**src/rtl/mem_burst_master_module_pkg.sv**
```systemverilog
// Shared definitions for the cache-line burst master: FSM states, burst encodings
// and line/beat geometry.
`ifndef PHY_ADDR_WIDTH
`define PHY_ADDR_WIDTH 32
`endif

package mem_burst_master_module_pkg;

  localparam int LINE_W      = 512;
  localparam int BEAT_W      = 128;
  localparam int LINE_MASK_W = 64;
  localparam int BEAT_MASK_W = 16;

  localparam logic [2:0] BURST_4  = 3'b011;
  localparam logic [2:0] SIZE_16B = 3'b100;

  // IDLE must stay at zero: the state register resets to all-zeros.
  typedef enum logic [2:0] {
    ST_IDLE    = 3'd0,
    ST_ISSUE   = 3'd1,
    ST_WR_WAIT = 3'd2,
    ST_RD_DATA = 3'd3,
    ST_RSP     = 3'd4
  } burst_state_e;

endpackage

```
**src/rtl/mem_burst_master_module_dff.sv**
```systemverilog
// Generic load-enable flops: gnrl_dfflr carries a synchronous active-high reset
// for control state, gnrl_dffl has no reset and is used for data capture.
module gnrl_dfflr #(
  parameter int DW = 1
) (
  input  logic          clk,
  input  logic          rst,
  input  logic          lden,
  input  logic [DW-1:0] dnxt,
  output logic [DW-1:0] qout
);
  always_ff @(posedge clk) begin
    if (rst) begin
      qout <= '0;
    end else if (lden) begin
      qout <= dnxt;
    end
  end
endmodule

module gnrl_dffl #(
  parameter int DW = 1
) (
  input  logic          clk,
  input  logic          lden,
  input  logic [DW-1:0] dnxt,
  output logic [DW-1:0] qout
);
  always_ff @(posedge clk) begin
    if (lden) begin
      qout <= dnxt;
    end
  end
endmodule

```
**src/rtl/mem_burst_master_module_rd_asm.sv**
```systemverilog
// Read-line assembler: writes each returned 128-bit beat into its slot of the
// 512-bit line selected by the beat index.
module mem_burst_rd_asm
  import mem_burst_master_module_pkg::*;
(
  input  logic              clk,
  input  logic              i_we,
  input  logic [1:0]        i_idx,
  input  logic [BEAT_W-1:0] i_beat,
  output logic [LINE_W-1:0] o_line
);
  localparam int NBEATS = LINE_W / BEAT_W;

  for (genvar g = 0; g < NBEATS; g++) begin : g_beat
    gnrl_dffl #(.DW(BEAT_W)) u_beat (
      .clk  (clk),
      .lden (i_we && (i_idx == 2'(g))),
      .dnxt (i_beat),
      .qout (o_line[g*BEAT_W +: BEAT_W])
    );
  end
endmodule

```
**src/rtl/mem_burst_master_module.sv**
```systemverilog
// Cache-line burst master: turns one 64-byte refill/writeback request into a
// 4-beat x 16-byte external burst and returns a single completion.
module mem_burst_master_module
  import mem_burst_master_module_pkg::*;
#(
  parameter int ADDR_WIDTH = `PHY_ADDR_WIDTH
) (
  input  logic                   clk,
  input  logic                   rst,
  input  logic                   i_req_vld,
  input  logic                   i_req_wr,
  input  logic [ADDR_WIDTH-1:0]  i_req_paddr,
  input  logic [LINE_W-1:0]      i_req_wdat,
  input  logic [LINE_MASK_W-1:0] i_req_mask,
  output logic                   o_req_rdy,
  output logic                   o_rsp_vld,
  output logic                   o_rsp_wr,
  output logic [LINE_W-1:0]      o_rsp_rdat,
  input  logic                   i_rsp_rdy,
  output logic                   o_mem_ext_rden,
  output logic                   o_mem_ext_wren,
  output logic                   o_mem_ext_burst_start,
  output logic                   o_mem_ext_burst_end,
  output logic                   o_mem_ext_burst_vld,
  output logic [BEAT_MASK_W-1:0] o_mem_ext_mask,
  output logic [2:0]             o_mem_ext_burst,
  output logic [2:0]             o_mem_ext_burst_size,
  output logic [ADDR_WIDTH-1:0]  o_mem_ext_paddr,
  output logic [BEAT_W-1:0]      o_mem_ext_wdat,
  input  logic                   i_ext_mmu_rdy,
  input  logic                   i_ext_mmu_rd_ack,
  input  logic                   i_ext_mmu_wr_ack,
  input  logic [BEAT_W-1:0]      i_ext_mmu_rdat
);

  burst_state_e           state_q, state_d;
  logic [2:0]             state_raw_q;
  logic [1:0]             cnt_q, cnt_d;
  logic                   wr_q;
  logic [ADDR_WIDTH-1:0]  paddr_q;
  logic [LINE_W-1:0]      wdat_q;
  logic [LINE_MASK_W-1:0] mask_q;
  logic [LINE_W-1:0]      rd_line;
  logic                   accept, asm_we, in_issue, first_beat;

  // Held low during reset so nothing is accepted on the reset edge.
  assign o_req_rdy = (state_q == ST_IDLE) && i_ext_mmu_rdy && !rst;
  assign accept    = o_req_rdy && i_req_vld;

  gnrl_dfflr #(.DW(3)) u_state (
    .clk(clk), .rst(rst), .lden(1'b1), .dnxt(state_d), .qout(state_raw_q)
  );
  assign state_q = burst_state_e'(state_raw_q);

  gnrl_dfflr #(.DW(2)) u_cnt (
    .clk(clk), .rst(rst), .lden(1'b1), .dnxt(cnt_d), .qout(cnt_q)
  );
  gnrl_dfflr #(.DW(1)) u_wr (
    .clk(clk), .rst(rst), .lden(accept), .dnxt(i_req_wr), .qout(wr_q)
  );

  gnrl_dffl #(.DW(ADDR_WIDTH)) u_paddr (
    .clk(clk), .lden(accept),
    .dnxt(i_req_paddr & ~ADDR_WIDTH'(6'h3f)), .qout(paddr_q)
  );
  gnrl_dffl #(.DW(LINE_W)) u_wdat (
    .clk(clk), .lden(accept), .dnxt(i_req_wdat), .qout(wdat_q)
  );
  gnrl_dffl #(.DW(LINE_MASK_W)) u_mask (
    .clk(clk), .lden(accept), .dnxt(i_req_mask), .qout(mask_q)
  );

  always_comb begin
    state_d = state_q;
    cnt_d   = cnt_q;
    asm_we  = 1'b0;
    case (state_q)
      ST_IDLE: begin
        if (accept) begin
          state_d = ST_ISSUE;
          cnt_d   = 2'd0;
        end
      end
      ST_ISSUE: begin
        // Beats are never stalled; the counter wraps 3->0 on leaving ISSUE.
        cnt_d = cnt_q + 2'd1;
        if (cnt_q == 2'd3) state_d = wr_q ? ST_WR_WAIT : ST_RD_DATA;
      end
      ST_WR_WAIT: begin
        if (i_ext_mmu_wr_ack) state_d = ST_RSP;
      end
      ST_RD_DATA: begin
        if (i_ext_mmu_rd_ack) begin
          asm_we = 1'b1;
          cnt_d  = cnt_q + 2'd1;
          if (cnt_q == 2'd3) state_d = ST_RSP;
        end
      end
      ST_RSP: begin
        if (i_rsp_rdy) state_d = ST_IDLE;
      end
      default: begin
        state_d = ST_IDLE;
        cnt_d   = 2'd0;
      end
    endcase
  end

  mem_burst_rd_asm u_rd_asm (
    .clk    (clk),
    .i_we   (asm_we),
    .i_idx  (cnt_q),
    .i_beat (i_ext_mmu_rdat),
    .o_line (rd_line)
  );

  assign in_issue   = (state_q == ST_ISSUE);
  assign first_beat = in_issue && (cnt_q == 2'd0);

  assign o_mem_ext_burst_vld   = in_issue;
  assign o_mem_ext_burst_start = first_beat;
  assign o_mem_ext_burst_end   = in_issue && (cnt_q == 2'd3);
  assign o_mem_ext_rden        = first_beat && !wr_q;
  assign o_mem_ext_wren        = first_beat && wr_q;
  assign o_mem_ext_burst       = in_issue ? BURST_4 : 3'b000;
  assign o_mem_ext_burst_size  = in_issue ? SIZE_16B : 3'b000;
  assign o_mem_ext_paddr       = in_issue ? (paddr_q | ADDR_WIDTH'({cnt_q, 4'b0000})) : '0;
  assign o_mem_ext_wdat        = (in_issue && wr_q) ? wdat_q[BEAT_W*cnt_q +: BEAT_W] : '0;
  assign o_mem_ext_mask        = (in_issue && wr_q) ? mask_q[BEAT_MASK_W*cnt_q +: BEAT_MASK_W] : '0;

  assign o_rsp_vld  = (state_q == ST_RSP);
  assign o_rsp_wr   = (state_q == ST_RSP) && wr_q;
  assign o_rsp_rdat = ((state_q == ST_RSP) && !wr_q) ? rd_line : '0;

endmodule

```
**config.mk**
```make
export PLATFORM = sky130hd
export DESIGN_NAME = mem_burst_master_module
export DESIGN_NICKNAME = d
export VERILOG_FILES = /design/src/rtl/mem_burst_master_module_pkg.sv /design/src/rtl/mem_burst_master_module_dff.sv /design/src/rtl/mem_burst_master_module_rd_asm.sv /design/src/rtl/mem_burst_master_module.sv
export SDC_FILE = /design/constraint.sdc
export NUM_CORES = 1
export LEC_CHECK = 0
export CAP_MARGIN = 15
export CORE_AREA = 2 2 565 567
export DETAILED_ROUTE_END_ITERATION = 8
export DIE_AREA = 0 0 567 569
export PLACE_DENSITY = 0.3
export SETUP_SLACK_MARGIN = 0.02
export SLEW_MARGIN = 20
export SYNTH_ARGS = -nofsm -noshare
export SYNTH_HDL_FRONTEND = slang
export SYNTH_SLANG_ARGS = --single-unit
export TNS_END_PERCENT = 5
```
**constraint.sdc**
```tcl
create_clock -name clk -period 32.5 [get_ports clk]
set_input_delay 4.875 -clock clk [delete_from_list [all_inputs] [get_ports clk]]
set_output_delay 4.875 -clock clk [all_outputs]
set_load 0.01 [all_outputs]
```
==> qor.yml, run 1 <==
sta:
  fin_crit_ns: 11.32
  fmax_ghz: 0.0884
  setup_viol: 0
  slew_headroom_pct: 20.6
  finalClockSkew_ns: 0.0403
  fin_tns_setup_ns: 0
  post-route-period-util_pct: 34.8
  max_slew.worst_pin.slew_ns: 1.19
  rsz0062_at_grt: "no"
  finalMaxSlewViolations: 0
  finalHoldViolations: 0
floorplanning:
  die_area_sq_mm: 0.323
  fp.dieH_um: 569
  io_pins: 1446
  core_sq_mm: 0.317
  rows: 207
  initial_core_util_pct: 13.3
  die_width_um: 567
global_routing:
  grt_overflow: 0
  track_usage_pct: 12.5
  grt_pass1_vias: 27000
  antenna_found_initial: 177
  grt_pass1_wl_um: 270000
  grt_max_degree: 107
run_status:
  status: "finished, final reports clean"
placement:
  dp_hpwl_um: 163000
  gp_congestion: 0.746
  port-buffer-count: 1432
final_layout:
  area_growth_pct: 57.1
  fill_cells: 33700
  finalNetCount: 4382
  drive_gt1_share_pct: 10.5
  final_core_util_pct: 20.9
setup_path:
  reg2reg_depth: 6
  end_kind: "primary output"
  reg2reg_from: "u_state.qout[1]"
  worstSetupStartpoint: "rst"
  crit_path_end: "o_req_rdy"
  timing.rr.end: "u_wdat.qout[107]"
  path_class: "input pin to primary output"
  worst_ep_required_time_ns: 27.62
  cp.arrival_ns: 6.44
  start_kind: "input pin"
  cp_max_fo: 11
  r2r_slack_ns: 27.28
clock_network:
  cts.path.max_buffers: 4
  numCtsBuffers: 154
  cts_tree: "yes"
  ctsHoldBuffers: 0
  cts.clk_slew.worst_paths_ns: 0.05
  htreeDepth: 4
  cts_setup_buffers: 0
  root_buffer: "clkbuf_16"
  insertion_delay_ns: 0.81
  cts_sinks: 1120
  cts-resized-gates: 0
flow_run:
  maxCapViolations: 0
pwr:
  pwr_density_cell_mw_per_mm2: 51.1
  vdd_drop_max_uv: 32.0
  p_leak_nw: 20.6
  power_mw: 3.38
synth:
  syn_area_sq_mm: 0.0421
  netlist_instances: 2124
  ys_seq_area_share_pct: 79.7
  yosysUniqueCellTypes: 38
  ys_seq_elements: 1120
  syn_avg_cell_area_sq_um: 19.8
  synth_warnings: 0
min_path:
  hold_class: "register to register"
routing:
  routed_wl_um: 209000
  num_vias: 25500
  viasPerCell: 3.19
  drtPass1Iterations: 5
  first_iter_violations: 1716
  avgRoutedWirePerCell_um: 26.2
  drt.antenna.violating_nets: 0
  drcViolationCount: 0
## worst min-delay path by stage
stage / startpoint / depth (start not counted) / to
4_1_cts: u_state.qout[2] / 2 / u_state.qout[0]
3_5_place_dp: u_state.qout[2] / 2 / u_state.qout[0]
5_1_grt: u_state.qout[2] / 2 / u_state.qout[0]
6_report: u_state.qout[2] / 2 / u_state.qout[0]
3_3_place_gp: u_state.qout[2] / 2 / u_state.qout[0]
2_1_floorplan: u_wr.qout / 3 / u_state.qout[0]
## cell usage after synthesis
library cell | n | share of area, %
and2b_1 | 2 | 0.036
nor4_1 | 1 | 0.015
a211o_1 | 1 | 0.021
nor2_1 | 3 | 0.027
nor3b_1 | 2 | 0.036
inv_1 | 3 | 0.027
o21ai_0 | 1 | 0.012
buf_1 | 1 | 0.0089
a21bo_2 | 1 | 0.024
and3_1 | 2 | 0.030
conb_1 | 1 | 0.0089
mux2i_1 | 2 | 0.048
o21bai_1 | 1 | 0.018
nor2b_1 | 147 | 2.2
nand2b_1 | 3 | 0.045
and2_1 | 544 | 8.1
clkbuf_1 | 34 | 0.30
buf_2 | 17 | 0.20
or2b_1 | 1 | 0.018
clkbuf_2 | 48 | 0.57
buf_6 | 4 | 0.11
a221oi_1 | 2 | 0.042
ha_1 | 4 | 0.12
nor3b_4 | 1 | 0.045
a211oi_1 | 1 | 0.018
edfxtp_1 | 1114 | 79
mux2_2 | 1 | 0.027
nand2_1 | 3 | 0.027
and4b_1 | 1 | 0.024
mux4_2 | 144 | 7.7
buf_4 | 16 | 0.29
nand3_1 | 1 | 0.012
dfxtp_1 | 6 | 0.29
nand3b_1 | 2 | 0.036
nor3_1 | 4 | 0.048
and3b_1 | 1 | 0.021
a21oi_1 | 2 | 0.024
or3_1 | 2 | 0.030
## worst max-delay path: stages
cell and delay, ns:
clkdlybuf4s50_1 0.64, and3b_1 0.30, clkdlybuf4s50_1 0.62
## kinds of logic (layout without fill, tap and decap cells)
logic type               count (synthesis)  count (layout)  synth area share (%)
AO/OA/AOI/OAI                            9               9                 0.157
adder cells (fa/ha/maj)                  4               4                 0.119
buffers and inverters                  123            1737                  1.50
flip-flops                            1120            1120                  79.7
multiplexers                           147             147                  7.78
other                                    1              59               0.00891
AND/OR/NAND/NOR                        720             720                  10.7
## registers in the layout (all words and copies together) (netlist names)
| name | count |
|---|---|
| u_rd_asm.g_beat.u_beat.qout | 512 |
| u_mask.qout | 64 |
| u_paddr.qout | 26 |
| u_wdat.qout | 512 |
| u_state.qout | 3 |
| u_wr.qout | 1 |
| u_cnt.qout | 2 |
## cell usage in the layout, fill, tap and decap left out, types with 4 or more instances in the layout
master              n
conb_1              7
clkbuf_16         154
nor3_1              4
clkinv_1           27
buf_4              34
ha_1                4
nor2b_1           147
inv_6               5
clkbuf_1           40
mux4_2            144
edfxtp_1         1114
clkdlybuf4s50_1  1432
dfxtp_1             4
and2_1            540
bufinv_16           5
clkinv_2           22
and2_4              4
diode_2            52
## stage by stage
step	std cells	worst slack [ns]	hold slack [ns]	area, sq um
after floorplan	2130	11.60	0.598	42100
after global placement	7658	21.17	0.690	61400
after detailed placement	7658	21.16	0.698	61400
after CTS	7924	21.18	0.711	66000
after global routing	7934	21.15	0.771	66000
final	7976	21.18	0.724	66100
## cell type report
class                      instances  area (sq um)  share of cell area, %
multi-input combinational        887          7950                   12.0
inverter                           3          11.3                 0.0170
sequential                      1120         33600                   50.8
antenna                           52           130                  0.197
timing repair buffer            1468         14600                   22.1
clock inverter                    72           614                  0.929
clock buffer                     194          4000                   6.05
tap                             4180          5230                   7.91
## report_power, final
group	switching, mW	internal, mW	leakage [nW]
Clock	0.683	0.916	2.25
Combinational	0.0583	0.0951	8.20
Sequential	0.00786	1.62	10.2
## routing by layer
| metal | track usage [%] | wire [um] | vias to the layer above |
|---|---|---|---|
| met5 | 0 | 1140 | - |
| met4 | 3.80 | 6600 | 172 |
| met3 | 6.74 | 23900 | 432 |
| met2 | 22.3 | 106000 | 1234 |
| met1 | 12.4 | 71700 | 12500 |
| li1 | - | - | 11100 |
Power figures use the tool's default switching activity.
==> run 2: changes to the inputs <==
- CORE_AREA: 2 2 565 567 -> 2 2 566 568
- DIE_AREA: 0 0 567 569 -> 0 0 568 570
- clock period: 32.5 -> 11.25 ns (I/O delays scaled with it)
==> run 2 against run 1 <==
Flip-flop and latch count is the same. Die area grew 0.35%. Global-route usage shrank 0.10 points. Non-clock buffer count shrank 8. Critical path depth grew 3. Sequential power grew to 2.9 times the previous value. Critical endpoint is now o_rsp_rdat[96].
==> qor.yml, run 2 (synthesis results as in run 1) <==
run_status:
  status: "finished, final reports clean"
clock_network:
  numCtsBuffers: 153
  ctsHoldBuffers: 0
  htreeDepth: 4
  cts-resized-gates: 0
  cts_setup_buffers: 0
  insertion_delay_ns: 0.81
  cts_tree: "yes"
  root_buffer: "clkbuf_16"
  cts.path.max_buffers: 4
  cts_sinks: 1120
  cts.clk_slew.worst_paths_ns: 0.06
floorplanning:
  io_pins: 1446
  initial_core_util_pct: 13.3
  rows: 207
  fp.dieH_um: 570
  core_sq_mm: 0.317
  die_area_sq_mm: 0.324
  die_width_um: 568
setup_path:
  slowest_stage: "clkdlybuf4s50_1"
  end_kind: "primary output"
  cp_common_cell: "buf_12"
  reg2reg_from: "u_state.qout[1]"
  worstSetupPathDepth: 6
  worst_ep_required_time_ns: 9.56
  path_cells: "nor3b_4 -> and2b_4 -> buf_12 -> buf_12 -> and2_1 -> clkdlybuf4s50_1"
  cp_max_fo: 220
  path_class: "register to primary output"
  worstSetupStartpoint: "u_state.qout[1]"
  crit_buf_inv: 3
  reg2reg_depth: 4
  timing.rr.end: "u_wdat.qout[41]"
  cp.arrival_ns: 4.79
  start_kind: "register"
  max_stage_delay_ns: 0.76
  r2r_slack_ns: 7.16
  crit_path_end: "o_rsp_rdat[96]"
  crit_family: "buffers and inverters"
global_routing:
  grt_pass1_vias: 26800
  track_usage_pct: 12.4
  grt_pass1_wl_um: 268000
  grt_max_degree: 221
  grt_overflow: 0
  antenna_found_initial: 164
sta:
  setup_viol: 0
  slew_headroom_pct: 29.8
  fin_crit_ns: 6.48
  fmax_ghz: 0.154
  fin_tns_setup_ns: 0
  post-route-period-util_pct: 57.6
  finalMaxSlewViolations: 0
  finalClockSkew_ns: 0.0526
  max_slew.worst_pin.slew_ns: 1.05
  finalHoldViolations: 0
  rsz0062_at_grt: "no"
final_layout:
  area_growth_pct: 56.9
  final_common_cell: "clkdlybuf4s50_1"
  finalNetCount: 4373
  final_cell_mix: "clkdlybuf4s50_1 (1432), edfxtp_1 (1114), and2_1 (540)"
  final_core_util_pct: 20.8
  layout.cells.non_filler: 7952
  fill_cells: 33800
  drive_gt1_share_pct: 10.2
  largestRegisters: "u_rd_asm.g_beat.u_beat.qout: 512 flops, u_wdat.qout: 512 flops, u_mask.qout: 64 flops"
routing:
  viasPerCell: 3.20
  avgRoutedWirePerCell_um: 26.3
  first_iter_violations: 1333
  drtPass1Iterations: 5
  num_vias: 25400
  routed_wl_um: 209000
  drt.antenna.violating_nets: 0
  drcViolationCount: 0
pwr:
  pwr_density_cell_mw_per_mm2: 147
  vdd_drop_max_uv: 106
  p_leak_nw: 20.6
min_path:
  hold_class: "register to register"
flow_run:
  maxCapViolations: 0
placement:
  port-buffer-count: 1432
  dp_hpwl_um: 161000
  dp.cells: 7649
  gp_congestion: 0.750
==> run 2: metal layers <==
layer	track usage (%)	share of wire [%]
met1	12.5	35
met2	22.3	51
met3	6.38	11
met4	3.13	2.7
met5	0	0.54
==> run 2: power by group <==
part / internal [mW] / switching (mW) / leakage (nW)
logic: 0.275 / 0.171 / 8.19
clock network: 2.59 / 1.97 / 2.21
registers: 4.67 / 0.0246 / 10.2
==> run 2: worst min path at each step <==
stage,depth (start not counted),to,from
2_1_floorplan,3,u_state.qout[0],u_wr.qout
3_3_place_gp,2,u_state.qout[0],u_state.qout[2]
3_5_place_dp,2,u_state.qout[0],u_state.qout[2]
4_1_cts,2,u_state.qout[0],u_state.qout[2]
5_1_grt,2,u_state.qout[0],u_state.qout[2]
6_report,2,u_state.qout[0],u_state.qout[2]
==> run 2: tightest hold or removal path: cells and delay by family (launching register included) <==
family | cells | cell delay [ns]
AOI/OAI and AO/OA | 2 | 0.18
DFF | 1 | 0.47
==> run 2: area by class of cell <==
class | count | area, sq um | share of cell area [%]
well taps | 4180 | 5230 | 7.92
multi-input cells | 887 | 7950 | 12.0
diodes | 40 | 100 | 0.152
inverters | 3 | 11.3 | 0.0170
flip-flops and latches | 1120 | 33600 | 50.8
clock inverters | 69 | 483 | 0.731
repair buffers | 1460 | 14700 | 22.2
clock buffers | 193 | 4040 | 6.12
==> run 2: through the flow <==
stage / setup WS (ns) / area, sq um / hold WS [ns] / power, mW
3_5_place_dp: 5.55 / 61400 / 0.698 / 5.24
6_report: 4.77 / 66100 / 0.702 / 9.70
2_1_floorplan: 0.827 / 42100 / 0.598 / 4.87
4_1_cts: 4.61 / 65900 / 0.705 / 9.94
3_3_place_gp: 5.55 / 61400 / 0.681 / 5.24
5_1_grt: 4.45 / 66000 / 0.747 / 10.1
==> run 3: changes to the inputs <==
- CORE_AREA: 2 2 566 568 -> 2 2 565 567
- DIE_AREA: 0 0 568 570 -> 0 0 567 569
- PLACE_DENSITY: 0.3 -> 0.31
- clock period: 11.25 -> 5.6 ns (I/O delays scaled with it)
==> run 3 against run 2 <==
Non-clock buffer count increased by 31. Highest routed layer unchanged. Sequential power increased by 100%. Design area increased by 0.76%. Global-route usage increased by 0.26 points. First-iteration DRC count increased by 9.9%. Worst setup slack got worse by 3.8 ns. Critical path type unchanged. Clock skew decreased by 0.015 ns. Critical path depth unchanged.
==> qor.yml, run 3 (synthesis results as in run 1) <==
placement:
  dp.cells: 7681
  dp_hpwl_um: 169000
  gp_congestion: 0.751
  port-buffer-count: 1432
  post-place-ws_ns: 1.68
setup_path:
  timing.rr.end: "u_rd_asm.g_beat[3].u_beat.qout[99]"
  reg2reg_depth: 4
  path_class: "register to primary output"
  crit_family: "buffers and inverters"
  cp_max_fo: 55
  worstSetupPathDepth: 6
  reg2reg_from: "u_cnt.qout[0]"
  slowest_stage: "and2b_4"
  crit_buf_inv: 3
  worst_ep_required_time_ns: 4.76
  max_stage_delay_ns: 0.64
  end_kind: "primary output"
  path_cells: "nor3b_4 -> and2b_4 -> buf_12 -> buf_4 -> and2_1 -> clkdlybuf4s50_1"
  start_kind: "register"
  cp.arrival_ns: 3.74
  r2r_slack_ns: 2.60
routing:
  wl_met3_um: 22900
  viasPerCell: 3.19
  num_vias: 25500
  top_layer_used: "met5"
  first_iter_violations: 1465
  wl_met1_um: 72600
  avgRoutedWirePerCell_um: 26.5
  drtPass1Iterations: 5
  drcViolationCount: 0
  met2_length_um: 111000
  drt.antenna.violating_nets: 0
  routed_wl_um: 212000
final_layout:
  drive_gt1_share_pct: 11.0
  area_growth_pct: 58.1
  final_common_cell: "clkdlybuf4s50_1"
  largestRegisters: "u_rd_asm.g_beat.u_beat.qout: 512 flops, u_wdat.qout: 512 flops, u_mask.qout: 64 flops"
  layout.cells.non_filler: 7991
  final_cell_mix: "clkdlybuf4s50_1 (1432), edfxtp_1 (1114), and2_1 (540)"
  final_core_util_pct: 21.0
  finalNetCount: 4403
pwr:
  p_leak_nw: 20.8
  vdd_drop_max_uv: 174
  power_mw: 19.6
  pwr_density_cell_mw_per_mm2: 295
floorplanning:
  io_pins: 1446
  core_sq_mm: 0.317
  die_area_sq_mm: 0.323
  initial_core_util_pct: 13.3
  rows: 207
  die_width_um: 567
  fp.dieH_um: 569
min_path:
  whs_path_depth: 1
  hold_path_end: "u_wdat.qout[279]"
  min_from: "i_req_wdat[279]"
  hold_class: "input pin to register"
sta:
  finalClockSkew_ns: 0.0380
  post-route-period-util_pct: 81.8
  max_slew.worst_pin.slew_ns: 0.904
  setup_viol: 0
  finalHoldViolations: 0
  fmax_ghz: 0.218
  timing.final.ws_setup_ns: 1.02
  fin_crit_ns: 4.58
  slew_headroom_pct: 39.7
  rsz0062_at_grt: "no"
  fin_tns_setup_ns: 0
  finalMaxSlewViolations: 0
global_routing:
  grt_max_degree: 103
  antenna_found_initial: 190
  grt_pass1_vias: 27200
  grt_pass1_wl_um: 273000
  grt_overflow: 0
  track_usage_pct: 12.7
clock_network:
  numCtsBuffers: 152
  insertion_delay_ns: 0.79
  cts_sinks: 1120
  htreeDepth: 4
  cts_tree: "yes"
  cts.clk_slew.worst_paths_ns: 0.06
  cts.path.max_buffers: 4
  cts-resized-gates: 0
  cts_setup_buffers: 0
  root_buffer: "clkbuf_16"
  ctsHoldBuffers: 0
run_status:
  status: "finished, final reports clean"
flow_run:
  maxCapViolations: 0
==> run 3: layout make-up <==
cell class / count / area, sq um
fillers: 33700 / 250000
flip-flops and latches: 1120 / 33600
repair buffers: 1491 / 15100
multi-input cells: 887 / 7960
well taps: 4180 / 5230
clock buffers: 192 / 4000
clock inverters: 76 / 633
diodes: 42 / 105
inverters: 3 / 11.3
==> run 3: how the worst max path moves through the flow <==
stage / startpoint / to / slack (ns)
2_1_floorplan: rst / u_wr.qout / -1.08
6_report: u_state.qout[1] / o_rsp_rdat[411] / 1.02
3_3_place_gp: u_state.qout[1] / o_rsp_rdat[155] / 1.69
5_1_grt: u_state.qout[1] / o_rsp_rdat[26] / 0.64
3_5_place_dp: u_state.qout[1] / o_rsp_rdat[411] / 1.68
4_1_cts: u_state.qout[2] / o_rsp_rdat[411] / 0.73
==> run 3: report_power, final <==
group          internal (mW)  switching (mW)
clock network           5.39            3.89
registers               9.38          0.0479
logic                  0.562           0.375
total                   15.3            4.31
==> run 3: layer usage <==
layer | vias to the layer above | global-route usage (%)
met1 | 12600 | 12.5
li1 | 11100 | -
met5 | - | 0
met4 | 178 | 2.54
met3 | 443 | 6.45
met2 | 1198 | 23.5
==> run 3: stage by stage <==
| stage | hold slack [ns] | instance area, sq um |
|---|---|---|
| after floorplan | 0.597 | 42100 |
| after global placement | 0.677 | 61800 |
| after detailed placement | 0.709 | 61800 |
| after CTS | 0.470 | 66500 |
| after global routing | 0.517 | 66500 |
| final | 0.588 | 66600 |
==> run 3: worst register-to-register path: stages, from the launching register on <==
cell and delay [ns]:
dfxtp_4 0.84, buf_4 0.33, ha_1 0.35, and2_4 0.54, buf_12 0.37
